[src/rtl/csel_pkg.sv]
// Shared definitions for the wide carry-select add sequencer: FSM states and default geometry.
package csel_pkg;

  typedef enum logic [1:0] {
    IDLE = 2'd0,
    RUN  = 2'd1,
    DONE = 2'd2
  } state_t;

  localparam int CSEL_W     = 19;
  localparam int CSEL_WORDS = 4;
  // Bits per carry-select block inside the slice adder.
  localparam int CSEL_BLK   = 5;

endpackage

[src/rtl/C_Sel_A_19bit.sv]
// Combinational carry-select adder slice: each block precomputes sums for carry-in 0 and 1.
module C_Sel_A_19bit
  import csel_pkg::*;
#(
  parameter int width = CSEL_W
) (
  input  logic [width-1:0] a,
  input  logic [width-1:0] b,
  input  logic             cin,
  output logic [width-1:0] s,
  output logic             cout
);

  localparam int NBLK = (width + CSEL_BLK - 1) / CSEL_BLK;

  logic [NBLK:0] c;

  assign c[0] = cin;

  for (genvar i = 0; i < NBLK; i++) begin : g_blk
    localparam int LO = i * CSEL_BLK;
    localparam int BW = ((width - LO) < CSEL_BLK) ? (width - LO) : CSEL_BLK;

    logic [BW:0] s0;
    logic [BW:0] s1;

    assign s0 = {1'b0, a[LO +: BW]} + {1'b0, b[LO +: BW]};
    assign s1 = {1'b0, a[LO +: BW]} + {1'b0, b[LO +: BW]} + (BW + 1)'(1);

    // Incoming block carry only steers the mux; it never enters this block's adders.
    assign s[LO +: BW] = c[i] ? s1[BW-1:0] : s0[BW-1:0];
    assign c[i+1]      = c[i] ? s1[BW]     : s0[BW];
  end

  assign cout = c[NBLK];

endmodule

[src/rtl/csel_wide_add_seq.sv]
// Adds two WORDS*width operands one word per cycle through a single shared carry-select slice.
// Optional subtract mode is enabled by defining CSEL_SUB_EN.
module csel_wide_add_seq
  import csel_pkg::*;
#(
  parameter int width = CSEL_W,
  parameter int WORDS = CSEL_WORDS
) (
  input  logic                   clk,
  input  logic                   rst,
  input  logic                   in_valid,
  output logic                   in_ready,
  input  logic [WORDS*width-1:0] in_a,
  input  logic [WORDS*width-1:0] in_b,
  input  logic                   in_cin,
`ifdef CSEL_SUB_EN
  input  logic                   in_sub,
`endif
  output logic                   out_valid,
  input  logic                   out_ready,
  output logic [WORDS*width-1:0] out_sum,
  output logic                   out_cout,
  output logic                   busy
);

  localparam int TOT   = WORDS * width;
  localparam int IDX_W = $clog2(WORDS);

  state_t             state;
  state_t             state_nxt;
  logic [IDX_W-1:0]   idx;
  logic               carry;
  logic [TOT-1:0]     a_reg;
  logic [TOT-1:0]     b_reg;
  logic               accept;
  logic               last_word;
  logic [width-1:0]   a_word;
  logic [width-1:0]   b_word;
  logic [width-1:0]   s_word;
  logic               c_word;
`ifdef CSEL_SUB_EN
  logic               sub_reg;
`endif

  always_ff @(posedge clk) begin
    if (rst) state <= IDLE;
    else     state <= state_nxt;
  end

  always_comb begin
    state_nxt = state;
    in_ready  = 1'b0;
    out_valid = 1'b0;
    busy      = 1'b0;
    case (state)
      IDLE: begin
        in_ready = 1'b1;
        if (in_valid) state_nxt = RUN;
      end
      RUN: begin
        busy = 1'b1;
        if (last_word) state_nxt = DONE;
      end
      DONE: begin
        busy      = 1'b1;
        out_valid = 1'b1;
        if (out_ready) state_nxt = IDLE;
      end
      default: state_nxt = IDLE;
    endcase
  end

  assign accept    = in_valid && in_ready;
  assign last_word = (idx == IDX_W'(WORDS - 1));

  // Word mux: select the current slice of each latched operand.
  assign a_word = a_reg[idx*width +: width];
`ifdef CSEL_SUB_EN
  assign b_word = sub_reg ? ~b_reg[idx*width +: width] : b_reg[idx*width +: width];
`else
  assign b_word = b_reg[idx*width +: width];
`endif

  C_Sel_A_19bit #(
    .width (width)
  ) u_slice (
    .a    (a_word),
    .b    (b_word),
    .cin  (carry),
    .s    (s_word),
    .cout (c_word)
  );

  always_ff @(posedge clk) begin
    if (rst) begin
      idx      <= '0;
      carry    <= 1'b0;
      out_sum  <= '0;
      out_cout <= 1'b0;
    end else begin
      case (state)
        IDLE: begin
          if (accept) begin
            a_reg <= in_a;
            b_reg <= in_b;
            idx   <= '0;
`ifdef CSEL_SUB_EN
            sub_reg <= in_sub;
            carry   <= in_sub ? 1'b1 : in_cin;
`else
            carry   <= in_cin;
`endif
          end
        end
        RUN: begin
          out_sum[idx*width +: width] <= s_word;
          carry                       <= c_word;
          // Top-word carry goes only to out_cout; idx parks at 0 for the next op.
          if (last_word) begin
            out_cout <= c_word;
            idx      <= '0;
          end else begin
            idx <= idx + IDX_W'(1);
          end
        end
        default: ;
      endcase
    end
  end

endmodule

[config.mk]
export PLATFORM = sky130hd
export DESIGN_NAME = csel_wide_add_seq
export DESIGN_NICKNAME = d
export VERILOG_FILES = /design/src/rtl/csel_pkg.sv /design/src/rtl/C_Sel_A_19bit.sv /design/src/rtl/csel_wide_add_seq.sv
export SDC_FILE = /design/constraint.sdc
export NUM_CORES = 1
export LEC_CHECK = 0
export ABC_CLOCK_PERIOD_IN_PS = 11000
export BUFFER_PORTS_ARGS = -buffer_cell sky130_fd_sc_hd__buf_2
export CAP_MARGIN = 20
export CORE_MARGIN = 2
export CORE_UTILIZATION = 53
export CTS_CLUSTER_SIZE = 12
export DETAILED_ROUTE_END_ITERATION = 10
export GPL_TIMING_DRIVEN = 0
export PLACE_DENSITY = 0.75
export SYNTH_ARGS = -nofsm -noshare
export SYNTH_HDL_FRONTEND = slang
export SYNTH_SLANG_ARGS = --single-unit
export TNS_END_PERCENT = 100
[constraint.sdc]
create_clock -name clk -period 11 [get_ports clk]
set_input_delay 1.1 -clock clk [delete_from_list [all_inputs] [get_ports clk]]
set_output_delay 1.1 -clock clk [all_outputs]
set_load 0.1 [all_outputs]
### Yosys cells after proc, flatten, opt, wreduce, memory -nomap -nowiden

Index checks and enable logic that the tools add are counted.

| word-level totals | value |
|---|---|
| input bits | 157 |
| register bits | 234 |

| operators by class | value |
|---|---|
| multiply operators | 1 |
| reductions and logical operators | 8 |
| add/sub/neg operators | 10 |
| muxes and demuxes | 21 |
| shift-type cells | 4 |
| eq/ne operators | 7 |
| bitwise logic cells | 1 |

Operators with widths:

| kind | count |
|---|---|
| 76-bit by 8-bit indexed part select with 19-bit output | 2 |
| 76-bit bitwise mux | 1 |
| 19-bit by 34-bit variable shift with 76-bit output (first input constant) | 1 |
| 19-bit by 34-bit indexed part select with 76-bit output | 1 |
| 7-bit negator with 34-bit output | 1 |
| 5-bit by 5-bit adder with 6-bit output | 3 |
| 6-bit by 1-bit adder with 6-bit output (second input constant) | 3 |
| 5-bit two-way mux | 3 |
| 2-bit two-way mux | 5 |
| 1-bit two-way mux | 8 |
| 2-bit inequality test (second input constant) | 4 |
| 2-bit by 5-bit multiplier with 7-bit output (second input constant) | 1 |
| 2-bit one-hot mux with 3 select lines | 1 |
| 3-bit AND reduction | 2 |
| 4-bit by 4-bit adder with 5-bit output | 1 |
| 5-bit by 1-bit adder with 5-bit output (second input constant) | 1 |
| 2-bit == test (second input constant) | 2 |
| 4-bit two-way mux | 1 |
| 2-bit one-hot mux with 2 select lines | 1 |
| 2-bit AND reduction | 2 |
| 2-bit by 1-bit adder with 2-bit output (second input constant) | 1 |
| 2-bit by 1-bit == test with 1-bit output (second input constant) | 1 |
| 2-bit logical NOT | 1 |
| 1-bit one-hot mux with 2 select lines | 1 |
| other kinds (4) | 4 |

### Logic depth before layout (Yosys ltp)

| logic depth | value |
|---|---|
| depth after elaboration | 10 |
| depth in mapped cells | 16 |

### Hierarchy

Synthesis repeated with hierarchy kept, for this count alone.

| unflattened totals | value |
|---|---|
| cells, all modules | 664 |
| area total of the unflattened synthesis | 9646.8 um2 |

Modules (own cells, without submodules):

| module | seq. area each (um2) | cells an instance | area each (um2) | times used |
|---|---|---|---|---|
| csel_wide_add_seq | 6206.0 | 528 | 8562.0 | 1 |
| C_Sel_A_19bit | 0.0 | 136 | 1084.8 | 1 |

### Worst setup path before layout

Ideal clock, no wire load.

| timing path | value |
|---|---|
| path type | input port to flip-flop |
| from | in rst |
| to | reg a_reg[0], enable pin |
| stages | 4 |
| path slack | 2.354 ns |
| arrival | 7.980 ns |
| data required time | 10.334 ns |
| path through | clkbuf_1 clkbuf_1 clkbuf_1 nor2_1 |

| on the way | value |
|---|---|
| cells in the longest elaborated chain, start to end | 2 |

Ends and longest elaborated chain:

| element | line | text |
|---|---|---|
| from (decl) | csel_wide_add_seq.sv:10 | `input logic rst,` |
| 1-bit NOT (no line) | -- |  |
| 3-bit AND reduction (no line) | -- |  |
| to (signal assigned) | csel_wide_add_seq.sv:104 | `a_reg <= in_a;` |
| to (decl) | csel_wide_add_seq.sv:33 | `logic [TOT-1:0] a_reg;` |

No other way between the ends.
A chain may end at the register's enable or synchronous reset.

### Worst setup path after layout

| timing path | value |
|---|---|
| from | reg idx[0] |
| to | reg out_sum[54] |

| on the way | value |
|---|---|
| cells in the longest elaborated chain, start to end | 10 |
| elaborated cells between the ends (all ways) | 22 |
| classes of those cells | add/sub: 9; mul: 1; shift: 4; mux: 8 |

Ends and longest elaborated chain:

| element | line | text |
|---|---|---|
| from (decl) | csel_wide_add_seq.sv:31 | `logic [IDX_W-1:0] idx;` |
| from (signal assigned) | csel_wide_add_seq.sv:123 | `idx <= idx + IDX_W'(1);` |
| 2-bit by 5-bit multiplier with 7-bit output * | csel_wide_add_seq.sv:77, csel_wide_add_seq.sv:81, csel_wide_add_seq.sv:116 |  |
| 76-bit by 8-bit indexed part select with 19-bit output (on tied branches) | csel_wide_add_seq.sv:77, csel_wide_add_seq.sv:81 |  |
| 5-bit by 5-bit adder with 6-bit output | C_Sel_A_19bit.sv:27, C_Sel_A_19bit.sv:28 |  |
| 6-bit by 1-bit adder with 6-bit output | C_Sel_A_19bit.sv:28 | `assign s1 = {1'b0, a[LO +: BW]} + {1'b0, b[LO +: BW]} + (BW + 1)'(1);` |
| 1-bit two-way mux (3 in series) | C_Sel_A_19bit.sv:32 | `assign c[i+1] = c[i] ? s1[BW] : s0[BW];` |
| 4-bit two-way mux | C_Sel_A_19bit.sv:31 | `assign s[LO +: BW] = c[i] ? s1[BW-1:0] : s0[BW-1:0];` |
| 19-bit by 34-bit indexed part select with 76-bit output | csel_wide_add_seq.sv:116 | `out_sum[idx*width +: width] <= s_word;` |
| 76-bit bitwise mux * | csel_wide_add_seq.sv:116 |  |
| to (signal, indexed assignment) | csel_wide_add_seq.sv:116 |  |
| to (decl) | csel_wide_add_seq.sv:21 | `output logic [WORDS*width-1:0] out_sum,` |

Every way passes the cells marked *; elsewhere a longest branch is shown, timed or not.

==> results.toml <==
[timing]
min_period_over_period = 0.491
finalHoldViolCount = 0
tightest_slew_ps = 947
relSlewSlack = 0.367
tns_ps = 0
drv_slew = 0
post-route-min-period_ps = 5400
setup_viol = 0
final.setup_skew_ps = 11.1
rsz0062_at_grt = "no"
hold_ws_ps = 492
max_clock_freq_ghz = 0.185

[power_and_ir_drop]
p_leak_nw = 4.66
power.density_nw_per_um2 = 254
ir_drop_mv = 0.182

[clock_tree]
path_clk_slew_ps = 60
hold_buffers = 0
cts_tree = "built"
cts_setup_buffers = 0
clock_latency_ps = 520
htree_num_levels = 1
cts_inserted_buffers = 25
cts-root-buf = "clkbuf_16"
clock-sinks = 234
clock_path_buffers = 3
cts_resized = 0

[synthesis]
ys_async_sr_fraction = 0
syn-cell-area_um2 = 9630
synth_edf_count = 152
syn_area_per_cell_um2 = 14.5
ys_types = 50
ys_warn_count = 0
seq_area_frac_synth = 0.645
netlist_instances = 664
synth_fp_nets = 857
synthFlopType = "edfxtp_1"
ys_ff_latch = 234

[setup_path]
worstSetupPathType = "flop to flop"
ff2ff_path_depth = 14
r2r-start = "idx[0]$_SDFFE_PP0P_"
cp_data_required_time_ps = 11390
cp-start-kind = "flop"
regToRegSetupSlack_ps = 5600
worstPathArrival_ps = 5790
crit_path_end_kind = "flop"
cp_max_fo = 10
r2r-end = "out_sum[54]$_SDFFE_PP0P_"

[run_status]
status = "completed"

[die]
initial_core_util = 0.538
die_x_um = 139
die_h_um = 139
rows = 49
dieArea_um2 = 19300
core_area_um2 = 17900
ios = 237

[drt]
via_count = 6489
drtAntennaViolNets = 0
drc = 0
routed_via_density = 5.54
wl_per_cell_um = 19.1
drt_first_iter_violations = 391
dr.pass1.iters = 5
wirelength_um = 22400

[placed_design]
place_inst = 1132
dp_hpwl_um = 16600
port_buffers = 235
gp_congestion = 0.807

[min_path]
worstHoldStart = "out_sum[73]$_SDFFE_PP0P_"
min_to = "out_sum[73]$_SDFFE_PP0P_"
hold_class = "flop to flop"
hold_depth = 2

[global_route]
antenna_found_initial = 1
grt_pass1_vias = 6451
grt_pass1_wl_um = 34900
grt-ovfl-total = 0
grt_max_degree = 38
grt_use_total = 0.231

[cells_and_area]
nNetsFinal = 1124
fin_cells = 1172
area_growth_pct = 23.7
postLayoutCoreUtil = 0.665
drive_above_1_share = 0.345

[job]
max-cap-violations = 0
[placed cells by master, fill, tap and decap left out, types with 5 or more instances in the layout]
| master | n |
|---|---|
| a21oi_1 | 10 |
| a22oi_1 | 64 |
| a2bb2oi_1 | 9 |
| buf_2 | 235 |
| clkbuf_1 | 35 |
| clkbuf_16 | 25 |
| dfxtp_1 | 82 |
| edfxtp_1 | 152 |
| ha_1 | 32 |
| inv_1 | 18 |
| mux2i_1 | 5 |
| mux4_2 | 38 |
| nand2_1 | 20 |
| nand2b_1 | 5 |
| nand3_1 | 5 |
| nand3b_1 | 5 |
| nor2_1 | 91 |
| nor3_1 | 5 |
| o31ai_1 | 5 |
| xnor2_1 | 18 |
| xor2_1 | 14 |
[worst max-delay path, cell delays in order, from the launching register on]
cell,delay (ps)
dfxtp_1,390
clkbuf_1,400
clkbuf_1,680
mux4_2,610
ha_1,250
inv_1,80
fa_1,450
nor3_1,510
nand4_1,270
a2111oi_0,650
a2111oi_2,90
nand2_2,140
mux2i_1,430
a2bb2oi_1,250
nor2_1,50
[worst max path at each step]
stage,startpoint,endpoint,slack (ps)
global placement,rst,a_reg[12]$_DFFE_PP_,-260
detailed placement,idx[0]$_SDFFE_PP0P_,out_sum[35]$_SDFFE_PP0P_,5530
finish,idx[0]$_SDFFE_PP0P_,out_sum[54]$_SDFFE_PP0P_,5600
global route,idx[0]$_SDFFE_PP0P_,out_sum[54]$_SDFFE_PP0P_,5120
floorplan,rst,a_reg[0]$_DFFE_PP_,2350
CTS,idx[0]$_SDFFE_PP0P_,out_sum[54]$_SDFFE_PP0P_,5520
[routing by layer]
metal | wire length [µm] | track usage | share of wire
met2 | 10900 | 0.388 | 0.49
met4 | 418 | 0.0564 | 0.019
met5 | 0 | 0 | 0
met1 | 9290 | 0.310 | 0.42
met3 | 1720 | 0.0518 | 0.077
[where the power goes]
part,leakage (nW),switching (W),internal [W]
clock network,0.361,0.000320,0.000437
logic,2.23,0.000815,0.000358
registers,2.07,0.0000389,0.00106
[layout make-up]
cell class	count	area (µm²)
Antenna cell	2	5.00
Timing Repair Buffer	240	1260
Sequential cell	234	6210
Clock buffer	31	688
Multi-Input combinational cell	377	3230
Buffer	35	131
Tap cell	229	287
Inverter	18	67.6
Fill cell	1301	5990
Clock inverter	6	37.5
[Yosys cell counts, types with 2 or more instances]
cell / number / area, µm²
edfxtp_1: 152 / 4560
nor2_1: 92 / 345
dfxtp_1: 82 / 1640
a22oi_1: 64 / 480
mux4_2: 38 / 856
clkbuf_1: 33 / 124
ha_1: 32 / 400
nand2_1: 20 / 75.1
inv_1: 18 / 67.6
xnor2_1: 18 / 158
xor2_1: 14 / 123
a21oi_1: 10 / 50.1
a2bb2oi_1: 9 / 78.8
mux2i_1: 5 / 50.1
nand2b_1: 5 / 31.3
nand3_1: 5 / 25.0
nand3b_1: 5 / 37.5
nor3_1: 5 / 25.0
o31ai_1: 5 / 37.5
fa_1: 4 / 80.1
nand4_1: 4 / 25.0
o21ai_0: 4 / 20.0
a211oi_2: 3 / 37.5
a21oi_2: 3 / 26.3
o21bai_1: 3 / 22.5
a211oi_1: 2 / 15.0
a21o_1: 2 / 15.0
and2_1: 2 / 12.5
buf_1: 2 / 7.51
nor3b_1: 2 / 15.0
nor4b_1: 2 / 17.5
[kinds of logic after synthesis]
family / after synthesis / synth area share
AND/OR/NAND/NOR: 152 / 0.0711
AO/OA/AOI/OAI: 113 / 0.0892
buffers and inverters: 53 / 0.0207
multiplexers: 44 / 0.0953
XOR/XNOR: 32 / 0.0291
adder cells (fa/ha/maj): 36 / 0.0499
flip-flops: 234 / 0.645
[per-stage QoR]
| stage | setup slack [ps] | total power (W) | area, µm² |
|---|---|---|---|
| finish | 5600 | 0.00303 | 11900 |
| global route | 5120 | 0.00317 | 11900 |
| CTS | 5520 | 0.00304 | 11900 |
| detailed placement | 5530 | 0.00228 | 11200 |
| global placement | -263 | 0.00228 | 11100 |
| floorplan | 2350 | 0.00200 | 9630 |
(Power assumes the default switching activity.)
